==> src/rtl/uart_tx_fsm_pkg.sv <==
// Shared types and constants for the UART transmit frame sequencer.
package uart_tx_fsm_pkg;

    localparam int unsigned STATE_W = 5;
    localparam int unsigned CNT_W   = 4;

    // One-hot frame states; the encoding is shared with the TX shift register.
    typedef enum logic [STATE_W-1:0] {
        ST_INTERVAL  = 5'b00001,
        ST_STARTBIT  = 5'b00010,
        ST_DATABITS  = 5'b00100,
        ST_PARITYBIT = 5'b01000,
        ST_STOPBIT   = 5'b10000
    } tx_state_e;

    localparam logic [CNT_W-1:0] BIT0     = CNT_W'(0);
    localparam logic             NONEMPTY = 1'b0;

    // Frame configuration captured when a frame starts.
    typedef struct packed {
        logic parity_en;
        logic two_stop;
    } tx_cfg_t;

    // FIFO-read / frame-start condition; the shift register uses the same function.
    function automatic logic start_frame(input logic baud_tick, input logic fifo_empty);
        return baud_tick && (fifo_empty == NONEMPTY);
    endfunction

endpackage

==> src/rtl/uart_tx_fsm_if.sv <==
// Control/status bundle between the frame sequencer and its environment.
interface uart_tx_fsm_if;
    import uart_tx_fsm_pkg::*;

    logic               p_BaudSig_i;
    logic               p_FiFoEmpty_i;
    logic               p_ParityEn_i;
    logic               p_TwoStop_i;
    logic               p_Abort_i;
    logic [STATE_W-1:0] State_o;
    logic [CNT_W-1:0]   BitCounter_o;
    logic               p_ParityCalTrigger_o;
    logic               p_TxBusy_o;
    logic               p_FrameDone_o;

    // Sequencer side.
    modport slave (
        input  p_BaudSig_i, p_FiFoEmpty_i, p_ParityEn_i, p_TwoStop_i, p_Abort_i,
        output State_o, BitCounter_o, p_ParityCalTrigger_o, p_TxBusy_o, p_FrameDone_o
    );

    // Environment side (baud generator, FIFO, host).
    modport master (
        output p_BaudSig_i, p_FiFoEmpty_i, p_ParityEn_i, p_TwoStop_i, p_Abort_i,
        input  State_o, BitCounter_o, p_ParityCalTrigger_o, p_TxBusy_o, p_FrameDone_o
    );
endinterface

==> src/rtl/uart_tx_fsm.sv <==
// UART transmit frame sequencer: one-hot frame state, data-bit index,
// parity-latch trigger and busy/done status. All outputs registered.
module uart_tx_fsm
    import uart_tx_fsm_pkg::*;
#(
    parameter int unsigned DATA_BITS = 8
) (
    input  logic         clk,
    input  logic         rst,
    uart_tx_fsm_if.slave tx_if
);

    localparam logic [CNT_W-1:0] LAST_BIT = CNT_W'(DATA_BITS - 1);

    tx_state_e        state_q, state_d;
    logic [CNT_W-1:0] bit_cnt_q, bit_cnt_d;
    tx_cfg_t          cfg_q, cfg_d;
    logic             stop_cnt_q, stop_cnt_d;
    logic             abort_q, abort_d;
    logic             par_trig_q, par_trig_d;
    logic             done_q, done_d;
    logic             busy_q, busy_d;

    logic             tick;
    logic             abort_now;

    assign tick      = tx_if.p_BaudSig_i;
    // A request arriving in the same clk as a tick acts on that tick.
    assign abort_now = abort_q | tx_if.p_Abort_i;

    // State and status registers; synchronous reset overrides everything.
    always_ff @(posedge clk) begin
        if (rst) begin
            state_q    <= ST_INTERVAL;
            bit_cnt_q  <= BIT0;
            cfg_q      <= '0;
            stop_cnt_q <= 1'b0;
            abort_q    <= 1'b0;
            par_trig_q <= 1'b0;
            done_q     <= 1'b0;
            busy_q     <= 1'b0;
        end else begin
            state_q    <= state_d;
            bit_cnt_q  <= bit_cnt_d;
            cfg_q      <= cfg_d;
            stop_cnt_q <= stop_cnt_d;
            abort_q    <= abort_d;
            par_trig_q <= par_trig_d;
            done_q     <= done_d;
            busy_q     <= busy_d;
        end
    end

    // Next-state, bit index, stop counter, abort latch and pulse generation.
    always_comb begin
        state_d    = state_q;
        bit_cnt_d  = bit_cnt_q;
        cfg_d      = cfg_q;
        stop_cnt_d = stop_cnt_q;
        abort_d    = abort_now;
        par_trig_d = 1'b0;
        done_d     = 1'b0;

        // Every tick consumes a pending abort, whether or not it had any effect.
        if (tick) begin
            abort_d = 1'b0;
        end

        case (state_q)
            ST_INTERVAL: begin
                if (start_frame(tick, tx_if.p_FiFoEmpty_i)) begin
                    state_d         = ST_STARTBIT;
                    bit_cnt_d       = BIT0;
                    cfg_d.parity_en = tx_if.p_ParityEn_i;
                    cfg_d.two_stop  = tx_if.p_TwoStop_i;
                end
            end

            ST_STARTBIT: begin
                if (tick) begin
                    bit_cnt_d = BIT0;
                    if (abort_now) begin
                        state_d    = ST_STOPBIT;
                        stop_cnt_d = 1'b0;
                    end else begin
                        // Shift data is stable by now; let the parity generator sample it.
                        state_d    = ST_DATABITS;
                        par_trig_d = 1'b1;
                    end
                end
            end

            ST_DATABITS: begin
                if (tick) begin
                    if (abort_now) begin
                        state_d    = ST_STOPBIT;
                        bit_cnt_d  = BIT0;
                        stop_cnt_d = 1'b0;
                    end else if (bit_cnt_q == LAST_BIT) begin
                        if (cfg_q.parity_en) begin
                            // Index holds the last bit through the parity slot.
                            state_d = ST_PARITYBIT;
                        end else begin
                            state_d    = ST_STOPBIT;
                            bit_cnt_d  = BIT0;
                            stop_cnt_d = 1'b0;
                        end
                    end else begin
                        bit_cnt_d = bit_cnt_q + CNT_W'(1);
                    end
                end
            end

            ST_PARITYBIT: begin
                if (tick) begin
                    state_d    = ST_STOPBIT;
                    bit_cnt_d  = BIT0;
                    stop_cnt_d = 1'b0;
                end
            end

            ST_STOPBIT: begin
                if (tick) begin
                    // One stop tick when two_stop=0, two when two_stop=1.
                    if (stop_cnt_q == cfg_q.two_stop) begin
                        state_d    = ST_INTERVAL;
                        stop_cnt_d = 1'b0;
                        done_d     = 1'b1;
                    end else begin
                        stop_cnt_d = 1'b1;
                    end
                end
            end

            default: begin
                // Corrupted (non-one-hot) state: recover immediately, no tick needed.
                state_d    = ST_INTERVAL;
                bit_cnt_d  = BIT0;
                stop_cnt_d = 1'b0;
                abort_d    = 1'b0;
            end
        endcase

        busy_d = (state_d != ST_INTERVAL);
    end

    assign tx_if.State_o              = state_q;
    assign tx_if.BitCounter_o         = bit_cnt_q;
    assign tx_if.p_ParityCalTrigger_o = par_trig_q;
    assign tx_if.p_FrameDone_o        = done_q;
    assign tx_if.p_TxBusy_o           = busy_q;

endmodule

==> src/flat_wrapper.sv <==
// flat-port wrapper written by rule: the top's interface ports become plain ports
module uart_tx_fsm_flat import uart_tx_fsm_pkg::*;
#(
    parameter int unsigned DATA_BITS = 8
)
  (clk, rst, tx_if_p_BaudSig_i, tx_if_p_FiFoEmpty_i, tx_if_p_ParityEn_i, tx_if_p_TwoStop_i, tx_if_p_Abort_i, tx_if_State_o, tx_if_BitCounter_o, tx_if_p_ParityCalTrigger_o, tx_if_p_TxBusy_o, tx_if_p_FrameDone_o);
  uart_tx_fsm_if tx_if_i ();
  input  logic clk;
  input  logic rst;
  input wire logic [$bits(tx_if_i.p_BaudSig_i)-1:0] tx_if_p_BaudSig_i;
  input wire logic [$bits(tx_if_i.p_FiFoEmpty_i)-1:0] tx_if_p_FiFoEmpty_i;
  input wire logic [$bits(tx_if_i.p_ParityEn_i)-1:0] tx_if_p_ParityEn_i;
  input wire logic [$bits(tx_if_i.p_TwoStop_i)-1:0] tx_if_p_TwoStop_i;
  input wire logic [$bits(tx_if_i.p_Abort_i)-1:0] tx_if_p_Abort_i;
  output wire logic [$bits(tx_if_i.State_o)-1:0] tx_if_State_o;
  output wire logic [$bits(tx_if_i.BitCounter_o)-1:0] tx_if_BitCounter_o;
  output wire logic [$bits(tx_if_i.p_ParityCalTrigger_o)-1:0] tx_if_p_ParityCalTrigger_o;
  output wire logic [$bits(tx_if_i.p_TxBusy_o)-1:0] tx_if_p_TxBusy_o;
  output wire logic [$bits(tx_if_i.p_FrameDone_o)-1:0] tx_if_p_FrameDone_o;
  assign tx_if_i.p_BaudSig_i = tx_if_p_BaudSig_i;
  assign tx_if_i.p_FiFoEmpty_i = tx_if_p_FiFoEmpty_i;
  assign tx_if_i.p_ParityEn_i = tx_if_p_ParityEn_i;
  assign tx_if_i.p_TwoStop_i = tx_if_p_TwoStop_i;
  assign tx_if_i.p_Abort_i = tx_if_p_Abort_i;
  assign tx_if_State_o = tx_if_i.State_o;
  assign tx_if_BitCounter_o = tx_if_i.BitCounter_o;
  assign tx_if_p_ParityCalTrigger_o = tx_if_i.p_ParityCalTrigger_o;
  assign tx_if_p_TxBusy_o = tx_if_i.p_TxBusy_o;
  assign tx_if_p_FrameDone_o = tx_if_i.p_FrameDone_o;
  uart_tx_fsm #(.DATA_BITS(DATA_BITS)) u_core (.clk(clk), .rst(rst), .tx_if(tx_if_i));
endmodule
==> config.mk <==
export PLATFORM = sky130hd
export DESIGN_NAME = uart_tx_fsm_flat
export DESIGN_NICKNAME = d
export VERILOG_FILES = /design/src/rtl/uart_tx_fsm_pkg.sv /design/src/rtl/uart_tx_fsm_if.sv /design/src/rtl/uart_tx_fsm.sv /design/src/flat_wrapper.sv
export SDC_FILE = /design/constraint.sdc
export NUM_CORES = 1
export LEC_CHECK = 0
export ABC_AREA = 0
export CORE_AREA = 4 4 62 64
export CTS_CLUSTER_SIZE = 40
export DETAILED_ROUTE_END_ITERATION = 7
export DIE_AREA = 0 0 66 68
export GPL_TIMING_DRIVEN = 0
export PLACE_DENSITY = 0.6
export SETUP_SLACK_MARGIN = 0.5
export SYNTH_ARGS = -nofsm -noshare
export SYNTH_HDL_FRONTEND = slang
export SYNTH_SLANG_ARGS = --single-unit
==> constraint.sdc <==
create_clock -name clk -period 4.5 [get_ports clk]
set_clock_uncertainty 0.2 [all_clocks]
set_input_delay 1.125 -clock clk [delete_from_list [all_inputs] [get_ports clk]]
set_output_delay 1.125 -clock clk [all_outputs]
set_load 0.005 [all_outputs]
Word-level counts from Yosys, hierarchy flattened:

Index checks and enable logic that the tools add are counted.

* bits in registers: 16
* bits of input ports: 7
* output and inout port bits: 12

* add/subtract/negate cells: 1
* equality and inequality tests: 18
* muxes and demuxes: 30
* bitwise logic cells: 7
* reductions and logical operators: 9

Operator list (number)
* $mux 5: 10
* $pmux 5 s5: 1
* $mux 4: 6
* $pmux 4 s4: 1
* $mux 1: 11
* $reduce_or 3->1: 3
* $ne 2x2->1 const B: 4
* $reduce_and 8->1: 1
* $ne 2x1->1 const B: 3
* $not 1->1: 6
* $eq 5x1->1 const B: 1
* $eq 5x2->1 const B: 1
* $eq 5x3->1 const B: 1
* $eq 5x4->1 const B: 1
* $eq 5x5->1 const B: 1
* $ne 5x1->1 const B: 1
* $pmux 1 s5: 1
* $reduce_and 5->1: 1
* $reduce_or 5->1: 1
* $add 4x1->4 const B: 1
* $eq 4x3->1 const B: 1
* $ne 4x4->1 const B: 1
* $ne 3x1->1 const B: 1
* $ne 3x3->1 const B: 1
* 5 further kinds: 5

Logic depth before layout (Yosys ltp):

Gate-level depths: netlist (run 1).

* depth in word-level cells: 6
* depth in mapped cells: 6

Least setup slack after synthesis (run 1):

OpenSTA, ideal clock, no wires.

* path type: input port to flip-flop
* from: input port tx_if_p_Abort_i
* to: register u_core.bit_cnt_q[3], in the netlist u_core.tx_if.BitCounter_o[3]
* arrival: 2454 ps
* setup slack: 1771 ps
* stages: 4
* path buffers: 0
* cell sequence: or3_1 or4_1 a2111o_1 o211ai_2

* longest elaborated chain between the ends: 4
* elaborated cells on any way between the ends: 6
* classes of those cells: eq/ne: 1; mux: 3; bitwise: 1; reduce/logical: 1

RTL lines
* start, declared: line flat_wrapper.sv:14 `input wire logic [$bits(tx_if_i.p_Abort_i)-1:0] tx_if_p_Abort_i;`
* $or 1x1->1 *: line uart_tx_fsm.sv:29 `assign abort_now = abort_q | tx_if.p_Abort_i;`
* $mux 4: line uart_tx_fsm.sv:95 `if (abort_now) begin`
* $mux 4: line uart_tx_fsm.sv:94 `if (tick) begin`
* $pmux 4 s4: line uart_tx_fsm.sv:69 `case (state_q)`
* end signal, assigned: line uart_tx_fsm.sv:44 `bit_cnt_q <= bit_cnt_d;`
* end, declared: line uart_tx_fsm.sv:16 `logic [CNT_W-1:0] bit_cnt_q, bit_cnt_d;`

Every way passes the cells marked *; elsewhere a longest branch is shown, timed or not. The select of a mux whose other input is x is not followed.
A chain may end at the register's enable or synchronous reset.

Final worst setup path (run 1):

Ends and elaborated chain as after synthesis.

==> results by group, run 1 <==
Critical path
  – Setup crit end kind: register
  – Critical path class: primary input to register
  – Crit start category: primary input
  – Worst EP arrival: 3020 ps
  – Crit path max fanout: 4
  – Req. time, crit path: 4530 ps

GRT
  – Vias in the first global route: 955
  – Global-route wire length before repair: 4460 um
  – Grt total ovfl: 0
  – GR Util All Layers: 12.8%
  – Pin count of the biggest net entering global routing: 11
  – Initial antenna violation count: 0

Power and ir drop
  – Pwr Total: 300 uW
  – Peak VDD IR: 0.0000830 V
  – Pleak: 0.442 nW
  – PwrDens: 236 mW/mm2

Detailed routing
  – DR top layer: met4
  – Via count of the routed design: 1,003
  – Total Routed Length: ~2600 um
  – DR WL met2: 1260 um
  – Residual DRC: 0
  – Drt via density: 5.36
  – DR iter-0 viols: 41
  – First-pass DRT Iterations: 4
  – Metal3 WL: 117 um
  – WL/cell: 13.7 um
  – Antenna Nets Post-Route: 0
  – Wl on met1: 1150 um

Die
  – # rows: 21
  – Die area: about 0.0045 mm2
  – IO Count: 19
  – Die X: 66 um
  – Initial Utilization: between 30% and 40%
  – Core area: approximately 0.0033 mm2
  – Die Height: between 60 and 70 um

Clocking
  – Sink Count: 16
  – Post-CTS setup buffers: 0
  – CTS root buf: clkbuf_4
  – Hold_buf cts: 0
  – Clock tree buffer depth: 2
  – Clk_lat worst skew: 290 ps
  – H-tree depth: 1
  – Worst-path clk slew: 100 ps
  – Post-CTS Resized: 0
  – Num CTS Buffers: 3
  – CTS tree: yes

Logic synthesis
  – Post-synth EDFFs: 0
  – Async S/R FF share, synth: 0%
  – Sequential area share after synthesis: 32.1%
  – Cells after Synth: 119
  – Post-synth cell types: 50
  – Yosys reg bits: 16
  – Ys Warns: 0
  – Syn_nets: 127
  – Commonest register cell after synthesis: dfxtp_1
  – Avg Inst Size Synth: between 8 and 9 um2
  – Post-Syn Area: 997 um2

Timing
  – Worst-margin pin slew: 798 ps
  – Final setup violation count: 0
  – Part of the cycle the worst path needs: approximately two thirds
  – Min Tclk post-route: between 2000 and 3000 ps
  – Fmax: 334 MHz
  – Unrepaired setup endpoints after global routing: no
  – Max-slew violation count: 0
  – Final count of hold timing violations: 0
  – Setup ws final: 1500 ps
  – Final setup TNS: 0 ps
  – Slew margin rel.: approximately 46%

Place
  – Worst slack, placed: between 1000 and 1500 ps
  – Routability cong.: 0.810
  – Number of port buffers: 18
  – Placed inst area: 0.00123 mm2
  – DP Cell Count: about 180
  – Final HPWL DP: 1880 um

Final layout
  – Share of layout cells above drive strength 1: 9.22%
  – Final Cell Area: ~0.0013 mm2
  – Antenna cells: 0
  – Non-Filler Instances: 187
  – Multi-input gate area: 621 um2
  – Layout Area Growth over Synthesis: 27.5%
  – Nets: 150
  – Fillers: roughly 350
  – Sequential cell area: between 300 and 400 um2

Flow run
  – Max Cap Violations: 0

Worst hold path
  – Worst hold-check path type: register to register

Run status
  – Status: finished clean
==> power breakdown <==
group          total (mW)  switching (mW)  internal [mW]
clock network      0.0995          0.0502         0.0493
logic              0.0515          0.0271         0.0244
registers           0.149         0.00360          0.146
==> layout by cell type, fill, tap and decap left out, types with 2 or more instances in the layout <==
| cell type | n |
|---|---|
| dfxtp_1 | 16 |
| a211oi_1 | 2 |
| nand4bb_1 | 2 |
| nand2_1 | 3 |
| inv_1 | 3 |
| clkdlybuf4s50_1 | 18 |
| buf_2 | 2 |
| nand3b_1 | 2 |
| nor2b_1 | 2 |
| or2_2 | 2 |
| nor2_1 | 11 |
| nor3_1 | 8 |
| clkbuf_4 | 3 |
| o21ai_0 | 6 |
| mux2i_1 | 4 |
| or3_1 | 4 |
| clkbuf_1 | 3 |
| nand2b_1 | 8 |
| a21oi_1 | 6 |
| nand3_1 | 2 |
| and3b_1 | 2 |
==> final timing paths <==
check,from,endpoint,slack (ps),depth (start not counted)
worst min-delay path,u_core.tx_if.BitCounter_o[1]$_SDFFE_PP0P_,u_core.tx_if.BitCounter_o[1]$_SDFFE_PP0P_,320,2
worst min register to register,u_core.tx_if.BitCounter_o[1]$_SDFFE_PP0P_,u_core.tx_if.BitCounter_o[1]$_SDFFE_PP0P_,320,2
worst max-delay path,tx_if_p_Abort_i,u_core.tx_if.BitCounter_o[3]$_SDFFE_PP0P_,1500,5
worst max register to register,u_core.tx_if.State_o[1]$_SDFF_PP0_,u_core.tx_if.BitCounter_o[3]$_SDFFE_PP0P_,2030,6
==> layer usage <==
metal / vias up / global-route usage (%)
met5: - / 0
met4: 0 / 3.81
met3: 4 / 1.97
met2: 30 / 22.9
met1: 473 / 15.8
li1: 496 / -
==> stage by stage <==
step	utilization, %	hold slack [ps]
floorplan	-	271
global placement	37.6	296
detailed placement	37.6	306
CTS	38.7	320
global route	38.7	370
finish	38.7	315
==> cell families after synthesis <==
group	count (synthesis)	synth area share, %
simple gates	56	34.1
compound gates	29	21.1
flops	16	32.1
buf+inv	11	5.65
mux	4	4.02
xor+xnor	2	1.76
fa+ha+maj	1	1.25
==> cells in the mapped netlist, types with 2 or more instances <==
master / n / share of area [%]
dfxtp_1: 16 / 32
or2_2: 2 / 1.3
nand2b_1: 8 / 5.0
and3b_1: 2 / 1.8
inv_1: 3 / 1.1
buf_2: 2 / 1.0
a21oi_1: 6 / 3.0
or3_1: 4 / 2.5
nor2b_1: 2 / 1.3
clkbuf_1: 3 / 1.1
nor3_1: 8 / 4.0
mux2i_1: 4 / 4.0
nand4bb_1: 2 / 2.3
a211oi_1: 2 / 1.5
nor2_1: 11 / 4.1
nand2_1: 3 / 1.1
nand3_1: 2 / 1.0
nand3b_1: 2 / 1.5
o21ai_0: 6 / 3.0
==> state kept, by name, summed over array words and instances, names as in the netlist <==
name	flops
u_core.tx_if.p_TxBusy_o	1
u_core.tx_if.p_FrameDone_o	1
u_core.stop_cnt_q	1
u_core.cfg_q	2
u_core.tx_if.p_ParityCalTrigger_o	1
u_core.abort_q	1
u_core.tx_if.BitCounter_o	4
u_core.tx_if.State_o	5
==> critical path, stage by stage <==
cell	delay (ps)
clkdlybuf4s50_1	430
or3_1	430
or4_1	550
a2111o_1	430
o211ai_2	70
==> area by class of cell <==
class                      instances  share of cell area, %
multi-input combinational         92                   48.8
timing repair buffer              18                   14.2
buffer                             8                   3.54
tap                               46                   4.53
clock buffer                       4                   2.85
inverter                           3                  0.886
sequential                        16                   25.2
(Power assumes the default switching activity.)
==> inputs of run 2 (changes only) <==
Clock period 4.5 ns to 3.08 ns, I/O delays scaled along.
==> results by group, run 2 (synthesized netlist as in run 1, its figures left out) <==
Final layout
  – Nets: 150 (unchanged)
  – Layout Area Growth over Synthesis: 29.0%
  – Max reg flops: 5 (unchanged)
  – Antenna cells: 0 (unchanged)
  – Commonest non-fill, non-tap cell in the layout: clkdlybuf4s50_1
  – Commonest cells after routing, fill and taps aside: clkdlybuf4s50_1, dfxtp_1, nor2_1
  – Share of layout cells above drive strength 1: 11.3% (+2.1 points)

Clocking
  – Clock tree buffer depth: 2 (unchanged)
  – CTS tree: yes
  – Num CTS Buffers: 3 (unchanged)
  – CTS root buf: clkbuf_4
  – H-tree depth: 1 (unchanged)
  – Sink Count: 16 (unchanged)
  – Worst-path clk slew: 100 ps (about the same)
  – Hold_buf cts: 0 (unchanged)
  – Post-CTS setup buffers: 0 (unchanged)
  – Clk_lat worst skew: 290 ps (about the same)

GRT
  – Grt total ovfl: 0 (unchanged)
  – Pin count of the biggest net entering global routing: 11 (unchanged)
  – GR Util All Layers: 12.8% (unchanged)
  – Initial antenna violation count: 0 (unchanged)
  – Vias in the first global route: 955 (unchanged)
  – Global-route wire length before repair: 4460 um (unchanged)

Critical path
  – Slowest-stage cell, CP: or4_1
  – Slowest Stage Delay on Critical Path: 530 ps (-20 ps)
  – Critical path class: primary input to register
  – Req. time, crit path: 3100 ps (-1430 ps)
  – Worst EP arrival: 2550 ps (-470 ps)
  – Crit path buf inv count: 1 (unchanged)
  – Worst-path cell chain: clkdlybuf4s50_1 > or3_4 > or4_1 > a2111o_1 > o211ai_2
  – Crit start category: primary input
  – Crit path max fanout: 4 (unchanged)
  – CP top delay family: simple AND/OR/NAND/NOR gates
  – Setup crit end kind: register

Power and ir drop
  – Pleak: 0.445 nW (+0.80%)
  – PwrDens: 343 mW/mm2 (+45%)
  – Pwr Total: 441 uW (+47%)
  – Peak VDD IR: 0.000121 V (+46%)

Detailed routing
  – DR iter-0 viols: 46 (+12%)
  – Drt via density: 5.39 (+0.50%)
  – WL/cell: 14.0 um (+2.2%)
  – Total Routed Length: 2610 um (+2.2%)
  – First-pass DRT Iterations: 6 (+2)
  – Antenna Nets Post-Route: 0 (unchanged)
  – Via count of the routed design: 1,008 (+0.50%)
  – Residual DRC: 0 (unchanged)

Die
  – Core area: 0.00328 mm2 (unchanged)
  – Die area: 0.00449 mm2 (unchanged)
  – Initial Utilization: 30.4% (unchanged)
  – Die X: 66 um (unchanged)
  – Die Height: 68 um (unchanged)
  – # rows: 21 (unchanged)
  – IO Count: 19 (unchanged)

Timing
  – Fin Hold WS: 315 ps (+0.334 ps)
  – Final setup violation count: 0 (unchanged)
  – Final setup TNS: 0 ps (unchanged)
  – Final count of hold timing violations: 0 (unchanged)
  – Max-slew violation count: 0 (unchanged)
  – Part of the cycle the worst path needs: 82.1%
  – Slew margin rel.: 42.8% (-3.6 points)
  – Fmax: 396 MHz
  – Worst-margin pin slew: 851 ps (+53.6 ps)
  – Min Tclk post-route: 2530 ps
  – Unrepaired setup endpoints after global routing: no

Place
  – Number of port buffers: 18 (unchanged)
  – Routability cong.: 0.810 (unchanged)
  – Final HPWL DP: 1880 um (unchanged)

Worst hold path
  – Worst hold-check path type: register to register

Flow run
  – Max Cap Violations: 0 (unchanged)

Run status
  – Status: finished clean
==> run 2: cell count changes in the layout (fill, tap and decap cells not counted) <==
cell      change
a211oi_1      -1
or3_1         -1
nor3b_2       +1
nor3b_1       -1
a211oi_2      +1
or3_4         +1
==> run 2: path summary, 6_finish.rpt <==
check                                                   end  slack [ps]                                 startpoint  cells after the start
setup / recovery  u_core.tx_if.BitCounter_o[3]$_SDFFE_PP0P_         550                            tx_if_p_Abort_i                      5
hold / removal    u_core.tx_if.BitCounter_o[1]$_SDFFE_PP0P_         320  u_core.tx_if.BitCounter_o[1]$_SDFFE_PP0P_                      2
setup reg to reg         u_core.tx_if.State_o[0]$_SDFF_PP1_         670         u_core.tx_if.State_o[1]$_SDFF_PP0_                      6
hold reg to reg   u_core.tx_if.BitCounter_o[1]$_SDFFE_PP0P_         320  u_core.tx_if.BitCounter_o[1]$_SDFFE_PP0P_                      2
==> run 2: cell type report <==
type,instances,area [um2]
Buffer,8,45.0
Tap cell,46,57.6
Inverter,3,11.3
Timing Repair Buffer,18,180
Clock buffer,4,36.3
Multi-Input combinational cell,92,636
Sequential cell,16,320
Fill cell,343,2000
==> run 2: per-layer routing <==
metal	global-route usage, %	up-vias	part of all wire (%)
met3	1.97	4	5.7
met2	22.9	33	50
met5	0	-	0
met1	15.8	477	43
li1	-	494	-
met4	3.81	0	1.1
==> run 2: worst reg2reg max path, delay by kind of cell (launching register included) <==
family / cells / cell delay, ps
AOI/OAI and AO/OA: 1 / 440
buffers and inverters: 2 / 360
DFF: 1 / 330
and+or+nand+nor: 3 / 970
==> run 2: where the power goes <==
part | switching [mW] | internal [mW]
combinational | 0.0402 | 0.0371
clock | 0.0733 | 0.0720
sequential | 0.00528 | 0.213
total | 0.119 | 0.322
==> run 2: what timing repair did <==
| action | in CTS | in global routing |
|---|---|---|
| setup endpoints to repair | 1 | 3 |
| resized for setup | 1 | 2 |
| pin swaps | 1 | 1 |
==> run 2: stage by stage <==
| step | setup WS, ps | instances | utilization (%) | area, um2 |
|---|---|---|---|---|
| after floorplan | 706 | 119 | - | 997 |
| after global placement | 167 | 183 | 37.6 | 1230 |
| after detailed placement | 137 | 183 | 37.6 | 1230 |
| after CTS | 504 | 187 | 38.9 | 1280 |
| after global routing | 502 | 187 | 39.2 | 1290 |
| final | 553 | 187 | 39.2 | 1290 |
==> inputs of run 3 (changes only) <==
Clock period 3.08 ns to 2.6 ns, I/O delays scaled along.
==> results by group, run 3 (synthesized netlist as in run 1, its figures left out) <==
Timing
  – Min Tclk post-route: between 2000 and 2500 ps
  – Fin Hold WS: 301 ps (-14.2 ps)
  – Worst-margin pin slew: 567 ps (-285 ps)
  – Part of the cycle the worst path needs: 87.3%
  – Final setup violation count: 0 (unchanged)
  – Final count of hold timing violations: 0 (unchanged)
  – Max-slew violation count: 0 (unchanged)
  – Setup ws final: 329 ps (-223 ps)
  – Unrepaired setup endpoints after global routing: yes
  – Final setup TNS: 0 ps (unchanged)
  – Slew margin rel.: 61.8% (+19 points)
  – Fmax: 440 MHz

Detailed routing
  – DR iter-0 viols: 118 (+160%)
  – Residual DRC: 0 (unchanged)
  – Via count of the routed design: 1,060 (+5.2%)
  – Antenna Nets Post-Route: 0 (unchanged)
  – Total Routed Length: 2800 um (+7.4%)
  – WL/cell: 14.1 um (+0.88%)
  – First-pass DRT Iterations: 4 (-2)
  – Drt via density: 5.33 (-1.2%)

Place
  – Routability cong.: 0.875 (+8.0%)
  – Final HPWL DP: 1890 um (+0.47%)
  – Number of port buffers: 18 (unchanged)
  – Worst slack, placed: -175 ps (-312 ps)
  – Placed inst area: 0.00125 mm2 (+1.5%)

Final layout
  – Sequential cell area: 339 um2 (+5.9%)
  – Final Cell Area: 0.00148 mm2 (+15%)
  – Max reg flops: 5 (unchanged)
  – Commonest non-fill, non-tap cell in the layout: clkdlybuf4s50_1
  – Nets: 162 (+8.0%)
  – Share of layout cells above drive strength 1: 29.4% (+18 points)
  – Multi-input gate area: 692 um2 (+8.9%)
  – Antenna cells: 0 (unchanged)
  – Commonest cells after routing, fill and taps aside: clkdlybuf4s50_1, nor2_1, buf_4
  – Fillers: 337 (-1.7%)
  – Layout Area Growth over Synthesis: 48.8%

Critical path
  – R2R Setup Slk: 330 ps (-340 ps)
  – Req. time, crit path: 2570 ps (-530 ps)
  – Setup crit end kind: register
  – Crit path max fanout: 6 (+2)
  – Critical path class: register to register
  – Worst EP arrival: 2240 ps (-310 ps)
  – Crit start category: register

Clocking
  – Clk_lat worst skew: 290 ps (about the same)
  – Num CTS Buffers: 3 (unchanged)
  – Hold_buf cts: 0 (unchanged)
  – CTS tree: yes
  – Sink Count: 16 (unchanged)
  – CTS root buf: clkbuf_4
  – Worst-path clk slew: 100 ps (about the same)
  – Clock tree buffer depth: 2 (unchanged)
  – H-tree depth: 1 (unchanged)

GRT
  – Vias in the first global route: 1,065 (+12%)
  – GR Util All Layers: 13.9% (+1.1 points)
  – Global-route wire length before repair: 4860 um (+8.8%)
  – Initial antenna violation count: 0 (unchanged)
  – Pin count of the biggest net entering global routing: 11 (unchanged)
  – Grt total ovfl: 0 (unchanged)

Die
  – Die X: 66 um (unchanged)
  – Die Height: 68 um (unchanged)
  – Die area: 0.00449 mm2 (unchanged)
  – Initial Utilization: 30.4% (unchanged)
  – # rows: 21 (unchanged)
  – IO Count: 19 (unchanged)
  – Core area: 0.00328 mm2 (unchanged)

Power and ir drop
  – Pwr Total: 535 uW (+21%)
  – Pleak: 0.554 nW (+24%)
  – PwrDens: 360 mW/mm2 (+5.1%)
  – Peak VDD IR: 0.000176 V (+45%)

Run status
  – Status: finished clean

Worst hold path
  – Worst hold-check path type: register to register

Flow run
  – Max Cap Violations: 0 (unchanged)
[run 3: cell types whose count changed in the layout (fill, tap and decap cells not counted), sizes merged]
cell,change
buf,+13
clkdlybuf4s50,-2
dlygate4sd2,+2
clkbuf,-1
[run 3: critical path, stage by stage (launching register included)]
cell      delay (ps)
dfxtp_2          330
buf_6            110
or4b_4           520
buf_6            150
or2_4            220
a221o_1          430
nand3b_1         190
[run 3: stage by stage]
stage / utilization, % / instances
finish: 45.2 / 199
global route: 45.2 / 199
CTS: 42.8 / 197
detailed placement: 38.2 / 183
global placement: 38.2 / 183
floorplan: - / 119
[run 3: final timing paths]
| check | startpoint | depth (start not counted) | endpoint |
|---|---|---|---|
| max | u_core.tx_if.State_o[1]$_SDFF_PP0_ | 6 | u_core.tx_if.State_o[0]$_SDFF_PP1_ |
| min | u_core.tx_if.BitCounter_o[1]$_SDFFE_PP0P_ | 2 | u_core.tx_if.BitCounter_o[1]$_SDFFE_PP0P_ |
| max reg2reg | u_core.tx_if.State_o[1]$_SDFF_PP0_ | 6 | u_core.tx_if.State_o[0]$_SDFF_PP1_ |
| min reg2reg | u_core.tx_if.BitCounter_o[1]$_SDFFE_PP0P_ | 2 | u_core.tx_if.BitCounter_o[1]$_SDFFE_PP0P_ |
[run 3: layout make-up]
class | count | share of cell area (%)
multi-input combinational | 92 | 46.6
sequential | 16 | 22.8
timing repair buffer | 30 | 18.5
buffer | 8 | 4.89
tap | 46 | 3.88
clock buffer | 4 | 2.45
inverter | 3 | 0.759
[run 3: per-layer routing]
| layer | up-vias | share of wire [%] | global-route usage [%] |
|---|---|---|---|
| li1 | 518 | - | - |
| met1 | 505 | 43 | 16.9 |
| met4 | 0 | 1.1 | 4.06 |
| met2 | 31 | 50 | 23.7 |
| met3 | 6 | 5.1 | 4.11 |
| met5 | - | 0 | 0 |
[run 3: repair_timing]
| action | in CTS | in global routing |
|---|---|---|
| pin swaps | 5 | 6 |
| setup buffers | 10 | 2 |
| gates resized for setup | 15 | 20 |
| setup endpoints to repair | 16 | 19 |
[run 3: where the power goes]
group / internal [mW] / leakage, nW / total (mW) / switching [mW]
registers: 0.250 / 0.134 / 0.257 / 0.00610
clock network: 0.0853 / 0.0210 / 0.167 / 0.0819
logic: 0.0553 / 0.398 / 0.111 / 0.0555
total: 0.391 / 0.554 / 0.535 / 0.144
